<file path="src/rtl/router_pkg.sv">
// Shared types and helpers for the mesh router.
//   port_t   : output port selector (EAST, WEST, NORTH, SOUTH, LOCAL)
//   state_t  : input-port FSM states
//   phase_t  : position inside the packet while streaming
//   xy_route : dimension-ordered (X first, then Y) route decision
package router_pkg;

  typedef enum logic [2:0] {
    EAST  = 3'd0,
    WEST  = 3'd1,
    NORTH = 3'd2,
    SOUTH = 3'd3,
    LOCAL = 3'd4
  } port_t;

  typedef enum logic [1:0] {
    IDLE,
    REQ,
    SEND
  } state_t;

  typedef enum logic [1:0] {
    HDR,
    SIZE,
    PAYLOAD
  } phase_t;

  // dst carries the header zero-extended to 64 bits; half_w is the width of
  // each coordinate field (upper half = dst_x, lower half = dst_y).
  // All comparisons are unsigned.
  function automatic port_t xy_route(input logic [63:0] dst,
                                     input int unsigned half_w,
                                     input int unsigned x,
                                     input int unsigned y);
    logic [63:0] mask;
    logic [63:0] dst_x;
    logic [63:0] dst_y;
    mask  = (64'd1 << half_w) - 64'd1;
    dst_y = dst & mask;
    dst_x = (dst >> half_w) & mask;
    if (dst_x > 64'(x)) return EAST;
    if (dst_x < 64'(x)) return WEST;
    if (dst_y > 64'(y)) return NORTH;
    if (dst_y < 64'(y)) return SOUTH;
    return LOCAL;
  endfunction

endpackage

</file>
<file path="src/rtl/router_input_port_if.sv">
// Handshake/data bundle of one router input port.
//   rx, data_in      : upstream flit valid / flit
//   credit_o         : space available to upstream
//   req, out_port    : switch-allocator request and requested port
//   grant            : allocator grant
//   tx, data_out     : flit valid / flit toward the crossbar
//   credit_i         : downstream can accept a flit
//   overflow         : sticky drop indicator
// slave  = the input port itself, master = its environment.
interface router_input_port_if
  import router_pkg::*;
#(
  parameter int FLIT_WIDTH = 16
);
  logic                  rx;
  logic [FLIT_WIDTH-1:0] data_in;
  logic                  credit_o;
  logic                  req;
  port_t                 out_port;
  logic                  grant;
  logic                  tx;
  logic [FLIT_WIDTH-1:0] data_out;
  logic                  credit_i;
  logic                  overflow;

  modport slave (
    input  rx, data_in, grant, credit_i,
    output credit_o, req, out_port, tx, data_out, overflow
  );

  modport master (
    output rx, data_in, grant, credit_i,
    input  credit_o, req, out_port, tx, data_out, overflow
  );
endinterface

</file>
<file path="src/rtl/flit_fifo.sv">
// Flit FIFO with registered pointers and occupancy count.
//   clock, reset : clock and asynchronous active-high reset
//   wr, wr_data  : write request (ignored when full) and flit
//   rd           : pop request (ignored when empty)
//   rd_data      : head flit, 0 while empty
//   full, empty  : occupancy flags
// The head is read combinationally from the array, so a flit written in
// cycle t appears at rd_data in t+1, never in t.
module flit_fifo #(
  parameter int FLIT_WIDTH   = 16,
  parameter int BUFFER_DEPTH = 8
) (
  input  logic                  clock,
  input  logic                  reset,
  input  logic                  wr,
  input  logic [FLIT_WIDTH-1:0] wr_data,
  input  logic                  rd,
  output logic [FLIT_WIDTH-1:0] rd_data,
  output logic                  full,
  output logic                  empty
);
  localparam int PTR_W = $clog2(BUFFER_DEPTH);
  localparam int CNT_W = PTR_W + 1;

  logic [FLIT_WIDTH-1:0] mem [BUFFER_DEPTH];
  logic [PTR_W-1:0]      wr_ptr_reg;
  logic [PTR_W-1:0]      rd_ptr_reg;
  logic [CNT_W-1:0]      count_reg;
  logic                  wr_en;
  logic                  rd_en;

  assign full  = (count_reg == CNT_W'(BUFFER_DEPTH));
  assign empty = (count_reg == '0);
  assign wr_en = wr && !full;
  assign rd_en = rd && !empty;

  assign rd_data = empty ? '0 : mem[rd_ptr_reg];

  // Storage is not reset; validity is tracked by the count.
  always_ff @(posedge clock) begin
    if (wr_en) mem[wr_ptr_reg] <= wr_data;
  end

  // Depth is a power of two, so pointer overflow is the modulo wrap.
  always_ff @(posedge clock or posedge reset) begin
    if (reset) begin
      wr_ptr_reg <= '0;
      rd_ptr_reg <= '0;
      count_reg  <= '0;
    end else begin
      if (wr_en) wr_ptr_reg <= wr_ptr_reg + PTR_W'(1);
      if (rd_en) rd_ptr_reg <= rd_ptr_reg + PTR_W'(1);
      case ({wr_en, rd_en})
        2'b10:   count_reg <= count_reg + CNT_W'(1);
        2'b01:   count_reg <= count_reg - CNT_W'(1);
        default: count_reg <= count_reg;
      endcase
    end
  end
endmodule

</file>
<file path="src/rtl/router_input_port.sv">
// Mesh router input port: buffers incoming flits, XY-routes the header,
// requests the switch allocator and streams header, size and payload to
// the crossbar under credit flow control.
//   clock, reset : clock and asynchronous active-high reset
//   bus          : router_input_port_if slave (see interface header)
module router_input_port
  import router_pkg::*;
#(
  parameter int          FLIT_WIDTH   = 16,
  parameter int          BUFFER_DEPTH = 8,
  parameter int unsigned X_ADDR       = 0,
  parameter int unsigned Y_ADDR       = 0
) (
  input  logic               clock,
  input  logic               reset,
  router_input_port_if.slave bus
);
  logic                  fifo_full;
  logic                  fifo_empty;
  logic                  fifo_wr;
  logic [FLIT_WIDTH-1:0] head;

  state_t                state_reg, state_next;
  phase_t                phase_reg, phase_next;
  logic [FLIT_WIDTH-1:0] size_cnt_reg, size_cnt_next;
  port_t                 out_port_reg, out_port_next;
  logic                  overflow_reg;
  logic                  req_int;
  logic                  tx_int;

  assign fifo_wr = bus.rx && !fifo_full;

  flit_fifo #(
    .FLIT_WIDTH  (FLIT_WIDTH),
    .BUFFER_DEPTH(BUFFER_DEPTH)
  ) u_fifo (
    .clock  (clock),
    .reset  (reset),
    .wr     (fifo_wr),
    .wr_data(bus.data_in),
    .rd     (tx_int),
    .rd_data(head),
    .full   (fifo_full),
    .empty  (fifo_empty)
  );

  always_ff @(posedge clock or posedge reset) begin
    if (reset) begin
      state_reg    <= IDLE;
      phase_reg    <= HDR;
      size_cnt_reg <= '0;
      out_port_reg <= EAST;
    end else begin
      state_reg    <= state_next;
      phase_reg    <= phase_next;
      size_cnt_reg <= size_cnt_next;
      out_port_reg <= out_port_next;
    end
  end

  // Sticky: only reset clears it.
  always_ff @(posedge clock or posedge reset) begin
    if (reset)                     overflow_reg <= 1'b0;
    else if (bus.rx && fifo_full)  overflow_reg <= 1'b1;
  end

  always_comb begin
    state_next    = state_reg;
    phase_next    = phase_reg;
    size_cnt_next = size_cnt_reg;
    out_port_next = out_port_reg;
    req_int       = 1'b0;
    tx_int        = 1'b0;
    case (state_reg)
      IDLE: begin
        // Head of a non-empty FIFO at this point is always a header flit.
        if (!fifo_empty) begin
          out_port_next = xy_route(64'(head), FLIT_WIDTH / 2, X_ADDR, Y_ADDR);
          state_next    = REQ;
        end
      end
      REQ: begin
        req_int = 1'b1;
        if (bus.grant) begin
          state_next = SEND;
          phase_next = HDR;
        end
      end
      SEND: begin
        req_int = 1'b1;
        tx_int  = bus.grant && !fifo_empty && bus.credit_i;
        if (tx_int) begin
          case (phase_reg)
            HDR: phase_next = SIZE;
            SIZE: begin
              size_cnt_next = head;
              if (head == '0) state_next = IDLE;
              else            phase_next = PAYLOAD;
            end
            PAYLOAD: begin
              size_cnt_next = size_cnt_reg - FLIT_WIDTH'(1);
              if (size_cnt_reg == FLIT_WIDTH'(1)) state_next = IDLE;
            end
            default: phase_next = HDR;
          endcase
        end
      end
      default: state_next = IDLE;
    endcase
  end

  assign bus.req      = req_int;
  assign bus.tx       = tx_int;
  assign bus.out_port = out_port_reg;
  assign bus.data_out = head;
  assign bus.overflow = overflow_reg;
  // Forced low while reset is asserted so upstream never sends into a
  // port that is being cleared.
  assign bus.credit_o = !fifo_full && !reset;
endmodule

</file>
<file path="src/flat_wrapper.sv">
// flat-port wrapper written by rule: the top's interface ports become plain ports
module router_input_port_flat import router_pkg::*;
#(
  parameter int          FLIT_WIDTH   = 16,
  parameter int          BUFFER_DEPTH = 8,
  parameter int unsigned X_ADDR       = 0,
  parameter int unsigned Y_ADDR       = 0
)
  (clock, reset, bus_rx, bus_data_in, bus_grant, bus_credit_i, bus_credit_o, bus_req, bus_out_port, bus_tx, bus_data_out, bus_overflow);
  router_input_port_if #(.FLIT_WIDTH(FLIT_WIDTH)) bus_i ();
  input  logic clock;
  input  logic reset;
  input wire logic [$bits(bus_i.rx)-1:0] bus_rx;
  input wire logic [$bits(bus_i.data_in)-1:0] bus_data_in;
  input wire logic [$bits(bus_i.grant)-1:0] bus_grant;
  input wire logic [$bits(bus_i.credit_i)-1:0] bus_credit_i;
  output wire logic [$bits(bus_i.credit_o)-1:0] bus_credit_o;
  output wire logic [$bits(bus_i.req)-1:0] bus_req;
  output wire logic [$bits(bus_i.out_port)-1:0] bus_out_port;
  output wire logic [$bits(bus_i.tx)-1:0] bus_tx;
  output wire logic [$bits(bus_i.data_out)-1:0] bus_data_out;
  output wire logic [$bits(bus_i.overflow)-1:0] bus_overflow;
  assign bus_i.rx = bus_rx;
  assign bus_i.data_in = bus_data_in;
  assign bus_i.grant = bus_grant;
  assign bus_i.credit_i = bus_credit_i;
  assign bus_credit_o = bus_i.credit_o;
  assign bus_req = bus_i.req;
  assign bus_out_port = bus_i.out_port;
  assign bus_tx = bus_i.tx;
  assign bus_data_out = bus_i.data_out;
  assign bus_overflow = bus_i.overflow;
  router_input_port #(.FLIT_WIDTH(FLIT_WIDTH), .BUFFER_DEPTH(BUFFER_DEPTH), .X_ADDR(X_ADDR), .Y_ADDR(Y_ADDR)) u_core (.clock(clock), .reset(reset), .bus(bus_i));
endmodule
</file>
<file path="config.mk">
export PLATFORM = sky130hd
export DESIGN_NAME = router_input_port_flat
export DESIGN_NICKNAME = d
export VERILOG_FILES = /design/src/rtl/router_pkg.sv /design/src/rtl/router_input_port_if.sv /design/src/rtl/flit_fifo.sv /design/src/rtl/router_input_port.sv /design/src/flat_wrapper.sv
export SDC_FILE = /design/constraint.sdc
export NUM_CORES = 1
export LEC_CHECK = 0
export BUFFER_PORTS_ARGS = -buffer_cell sky130_fd_sc_hd__buf_2
export CORE_MARGIN = 10
export CORE_UTILIZATION = 35
export CTS_CLUSTER_SIZE = 10
export DETAILED_ROUTE_END_ITERATION = 16
export SETUP_SLACK_MARGIN = 0.02
export SYNTH_ARGS = -nofsm -noshare
export SYNTH_HDL_FRONTEND = slang
export SYNTH_HIERARCHICAL = 1
export SYNTH_SLANG_ARGS = --single-unit
</file>
<file path="constraint.sdc">
create_clock -name clock -period 8.7 [get_ports clock]
set_clock_uncertainty 0.05 [all_clocks]
set_input_delay 1.74 -clock clock [delete_from_list [all_inputs] [get_ports clock]]
set_output_delay 1.74 -clock clock [all_outputs]
set_load 0.05 [all_outputs]
</file>
== Word level (Yosys, flattened, before mapping) ==
Memories as Yosys holds them, arrays and structs flattened.
Cells that the tools add are included.
Storage, ports and cells
  bits in registers: 34
  bits in writable memories: 128
  input port bits: 21
  memories: 1
  output and inout port bits: 23
Memories
  u_core.u_fifo.mem: depth 8, width 16, rd ports 1, clocked after Yosys merged registers in 0, wr ports 1, RTL line flit_fifo.sv:25  | logic [FLIT_WIDTH-1:0] mem [BUFFER_DEPTH];
Operators by class
  equal/unequal tests: 16
  muxes and demuxes: 45
  add/subtract/negate cells: 5
  magnitude comparators: 4
  reduce and logical (&&, ||, !) cells: 22
  bitwise gates (word level): 1
Operators with widths (count)
  16-bit case mux with 2 select lines: 1
  3-bit 2-to-1 mux: 8
  1-bit 2-to-1 mux: 22
  16-bit by 1-bit == test with 1-bit output, second input constant: 1
  8-bit by 1-bit greater-than comparator with 1-bit output, second input constant: 2
  16-bit logical NOT: 1
  8-bit by 1-bit < comparator with 1-bit output, second input constant: 2
  16-bit 2-to-1 mux: 1
  2-bit 2-to-1 mux: 8
  16-bit by 1-bit subtractor with 16-bit output, second input constant: 1
  2-bit case mux with 3 select lines: 2
  3-bit by 2-bit != test with 1-bit output, second input constant: 3
  2-bit case mux with 2 select lines: 2
  4-bit case mux with 2 select lines: 1
  1-bit logical AND: 7
  3-bit by 1-bit adder with 3-bit output, second input constant: 2
  2-bit by 1-bit == test with 1-bit output, second input constant: 3
  2-bit == test, second input constant: 3
  2-bit != test, second input constant: 3
  6-bit AND reduction: 1
  2-bit nonzero test: 3
  5-bit AND reduction: 1
  4-bit by 1-bit adder with 4-bit output, second input constant: 1
  4-bit == test, second input constant: 1
  other kinds (10): 13

== Longest topological paths before layout ==
  depth after elaboration: 22
  gate-level depth with buffers: 11
  mapped depth without buffers: 10

== Hierarchy ==
Netlist, hierarchy kept.
Modules (own cells, without submodules)
  flit_fifo: instances 1, cells an instance 252, area each 5426.5 um^2
  router_input_port: instances 1, cells an instance 183, area each 1602.8 um^2

== Least setup slack after synthesis ==
No wires, ideal clock.
  path kind: input to register
  from: input bus_credit_i
  to: register u_core.u_fifo.count_reg[3]
  path buffers: 1
  setup slack: 4.485 ns
  arrival: 4.075 ns
  stages: 8
  data required time: 8.560 ns
  cells stage by stage: nor2b_1 -> and3_1 -> nor2b_1 -> ha_1 -> clkbuf_1 -> or4b_2 -> a21o_1 -> o221ai_1
On the way
  cells in the longest elaborated chain, start to end: 5
RTL lines
  from (decl): RTL line flat_wrapper.sv:16  | input wire logic [$bits(bus_i.credit_i)-1:0] bus_credit_i;
  1-bit logical AND *: RTL line router_input_port.sv:91  | tx_int = bus.grant && !fifo_empty && bus.credit_i;
  1-bit 2-to-1 mux *: RTL line router_input_port.sv:74  | case (state_reg)
  named net bus_tx: RTL line flat_wrapper.sv:20  | output wire logic [$bits(bus_i.tx)-1:0] bus_tx;
  1-bit logical AND *: RTL line flit_fifo.sv:35  | assign rd_en = rd && !empty;
  named net u_core.u_fifo.rd_en: RTL line flit_fifo.sv:30  | logic rd_en;
  2-bit by 1-bit == test with 1-bit output or 2-bit == test (tied branches): RTL line flit_fifo.sv:53  | case ({wr_en, rd_en})
  4-bit case mux with 2 select lines or 2-bit nonzero test (tied branches)
  to (signal assigned): RTL line flit_fifo.sv:54  | 2'b10: count_reg <= count_reg + CNT_W'(1);
  to (signal assigned): RTL line flit_fifo.sv:55  | 2'b01: count_reg <= count_reg - CNT_W'(1);
  to (signal assigned): RTL line flit_fifo.sv:56  | default: count_reg <= count_reg;
  to (decl): RTL line flit_fifo.sv:28  | logic [CNT_W-1:0] count_reg;
Mark *: on every way through the listed nets, which the timed path passes. The rest lies on a longest branch.
A chain may end at the register's enable or synchronous reset.

== Final worst setup path ==
  from: input bus_credit_i
  to: output bus_tx
On the way
  cells in the longest elaborated chain, start to end: 2
RTL lines (RTL line)
  1-bit logical AND: router_input_port.sv:91
  1-bit 2-to-1 mux: router_input_port.sv:74
  to (decl): flat_wrapper.sv:20
Every way passes these cells.

==> reports/qor.yml <==
die:
  die_y_microns: 162
  core_area_sq_um: 19600
  row_count: 51
  ios: 44
  dieArea_sq_um: 26200
  initial_core_util_pct: 35.9
  die_w_microns: 162
global_route:
  grt_pass1_vias: 4176
  grt_max_degree: 49
  overflow: 0
  grt_pass1_wl_mm: 24.2
  antenna_found_initial: 3
  grtUsageTotal_pct: 12.2
synthesis:
  synth.most_common_cell: "edfxtp_1"
  synth_edf_count: 128
  synthDistinctLibCells: 57
  synth_area_leaders: "edfxtp_1 55%, dfrtp_1 12%, mux4_2 10%"
  synthCells: 435
  synth_area_leader_cell: "edfxtp_1"
  synth_common_cells: "128 x edfxtp_1, 33 x dfrtp_1, 32 x mux4_2"
  yosys.area.top_type_share_pct: 54.7
  syn-cell-area_sq_um: 7030
  async_reset_ff_share_pct: 20.5
  synth_seq_area_share_pct: 66.4
  ys_seq_elements: 161
  synth_top_flop_cell: "edfxtp_1"
  avgSynthCellArea_sq_um: 16.2
  ys_warn_count: 6
  syn_nets: 472
setup_path:
  cp_data_required_time_ns: 6.91
  cp_max_fo: 4
  startpoint: "bus_credit_i"
  reg2reg_from: "u_core/u_fifo/rd_ptr_reg[0]"
  critical_path_class: "input port to output port"
  cp-end-kind: "output port"
  slowest_stage: "buf_2"
  crit_top_cell: "buf_2"
  crit_chain: "buf_2 > nor2b_1 > and3_1 > buf_2"
  cp.arrival_ns: 2.62
  cp-start-kind: "input port"
  slowest_delay_ns: 0.30
job:
  maxCapViolCount: 0
timing:
  hold_viol_final: 0
  worstMarginPinSlew_ns: 1.02
  rsz0062_at_grt: "no"
  fmax_ghz: 0.227
  slew_viol_final: 0
  slew_headroom_pct: 31.7
  min_period_ns: 4.41
  tns_ns: 0
  setup_violations: 0
  final.period_utilization_pct: 50.7
  timing.final.ws_setup_ns: 4.29
drt:
  postRouteWirelength_mm: 15.5
  drt_iter0_markers: 264
  route.detailed.drc: 0
  drtPass1Iterations: 5
  vias: 4043
  vias_per_cell: 5.30
  avgRoutedWirePerCell_microns: 20.3
  antenna_left: 0
final_layout:
  final_cells: 763
  syn_to_final_growth_pct: 15.7
  fin_nets: 521
  largest_register_ff_count: 128
  final_cell_area_sq_um: 8130
  drive_above_1_share_pct: 27.6
cts:
  clkTransAtPathRegs_ns: 0.07
  cts_tree: "built"
  clk_path_buf_depth: 2
  cts_hold_buffers: 0
  cts_resized: 0
  post-cts-setup-buffers: 0
  cts-htree-levels: 4
  cts.sinks: 161
  cts_inserted_buffers: 17
  clock_latency_ns: 0.43
  root_buffer: "clkbuf_16"
placed_design:
  place_inst: 730
  post_dp_cell_area_sq_um: 7560
  hpwl_mm: 9.61
  place_ws_ns: 4.33
  port_buffers: 42
  place_congestion: 0.754
power:
  clockPowerShare_pct: 23.8
  power_frac_seq_pct: 37.4
  sw_frac_of_total_pct: 40.1
  netSwitchingPower_w: 0.00120
  leakage_nw: 2.85
  irDropWorstVdd_v: 0.000214
  pwr-share-comb_pct: 38.8
  p_int_w: 0.00179
  powerDensity_nw_per_um2: 368
min_path:
  hold_path_startpoint: "u_core/bus.overflow"
  hp-class: "register to register"
run_status:
  status: "finished, final reports clean"
[cell families (layout without fill, tap and decap cells)]
family                     Yosys count  count (layout)  synth area share, %
buffers and inverters               36              98                 2.28
adders and majority gates           16              16                 2.85
muxes                               40              40                 11.5
xor gates and xnor gates             7               7                0.872
other                                1               2               0.0533
AOI/OAI and AO/OA                   78              78                 7.76
and+or+nand+nor                     96              96                 8.26
DFF                                161             161                 66.4
[power groups by stage]
stage / logic [W] / registers (W) / clock network, W
after global placement: 0.00115 / 0.00112 / 0
after detailed placement: 0.00117 / 0.00114 / 0
final: 0.00116 / 0.00112 / 0.000711
after CTS: 0.00118 / 0.00112 / 0.000731
after global routing: 0.00125 / 0.00114 / 0.000761
after floorplan: 0.000903 / 0.00108 / 0
[routing by layer]
metal  global-route usage [%]  share of wire, %  wire, microns
met3                     3.97               6.5           1010
met1                     14.6                42           6490
met2                     20.4                50           7830
met5                        0              0.14             21
met4                     4.18               1.1            165
[cell usage in the layout, fill, tap and decap left out, drive strengths merged, types with 2 or more instances in the layout]
cell,count
a21o,2
or3,3
xor2,2
clkbuf,17
ha,16
clkinvlp,3
o21ai,12
nor4,2
nand4,5
or4b,2
nand2b,7
mux4,32
nor2b,7
o41ai,2
nand2,18
and2,2
o22ai,4
mux2i,2
buf,52
edfxtp,128
a21oi,22
dfrtp,33
xnor2,5
a2bb2oi,6
inv,21
nor3,5
a22o,16
or4,7
clkinv,5
nand3,8
o22a,5
nor2,21
mux2,6
nand3b,4
[through the flow]
step	hold WS [ns]	total power, W	util (%)
after floorplan	0.410	0.00199	-
final	0.423	0.00299	41.5
after global placement	0.393	0.00227	38.6
after global routing	0.445	0.00315	41.5
after CTS	0.428	0.00303	41.5
after detailed placement	0.402	0.00231	38.6
[layout make-up]
class,count,area [sq um]
well taps,265,332
multi-input cells,238,2210
flip-flops and latches,161,4670
clock inverters,15,146
inverters,14,52.6
clock buffers,17,425
repair buffers,52,285
fillers,1814,11500
diodes,1,2.50
[final timing paths]
check | to | slack [ns] | cells after the start
min in group asynchronous | u_core/u_fifo/rd_ptr_reg[1] | 1.25 | 2
worst max register to register | u_core/state_reg[1] | 4.89 | 8
max in group asynchronous | u_core/size_cnt_reg[4] | 6.45 | 2
worst min register to register | u_core/bus.overflow | 0.42 | 1
worst max-delay path | bus_tx | 4.29 | 4
worst min-delay path | u_core/bus.overflow | 0.42 | 1
[worst max-delay path, delay by kind of cell]
| kind | cells | cell delay (ns) |
|---|---|---|
| AND/OR/NAND/NOR | 2 | 0.49 |
| buffers and inverters | 2 | 0.39 |
Note: power is estimated with default switching activity, not from simulation.
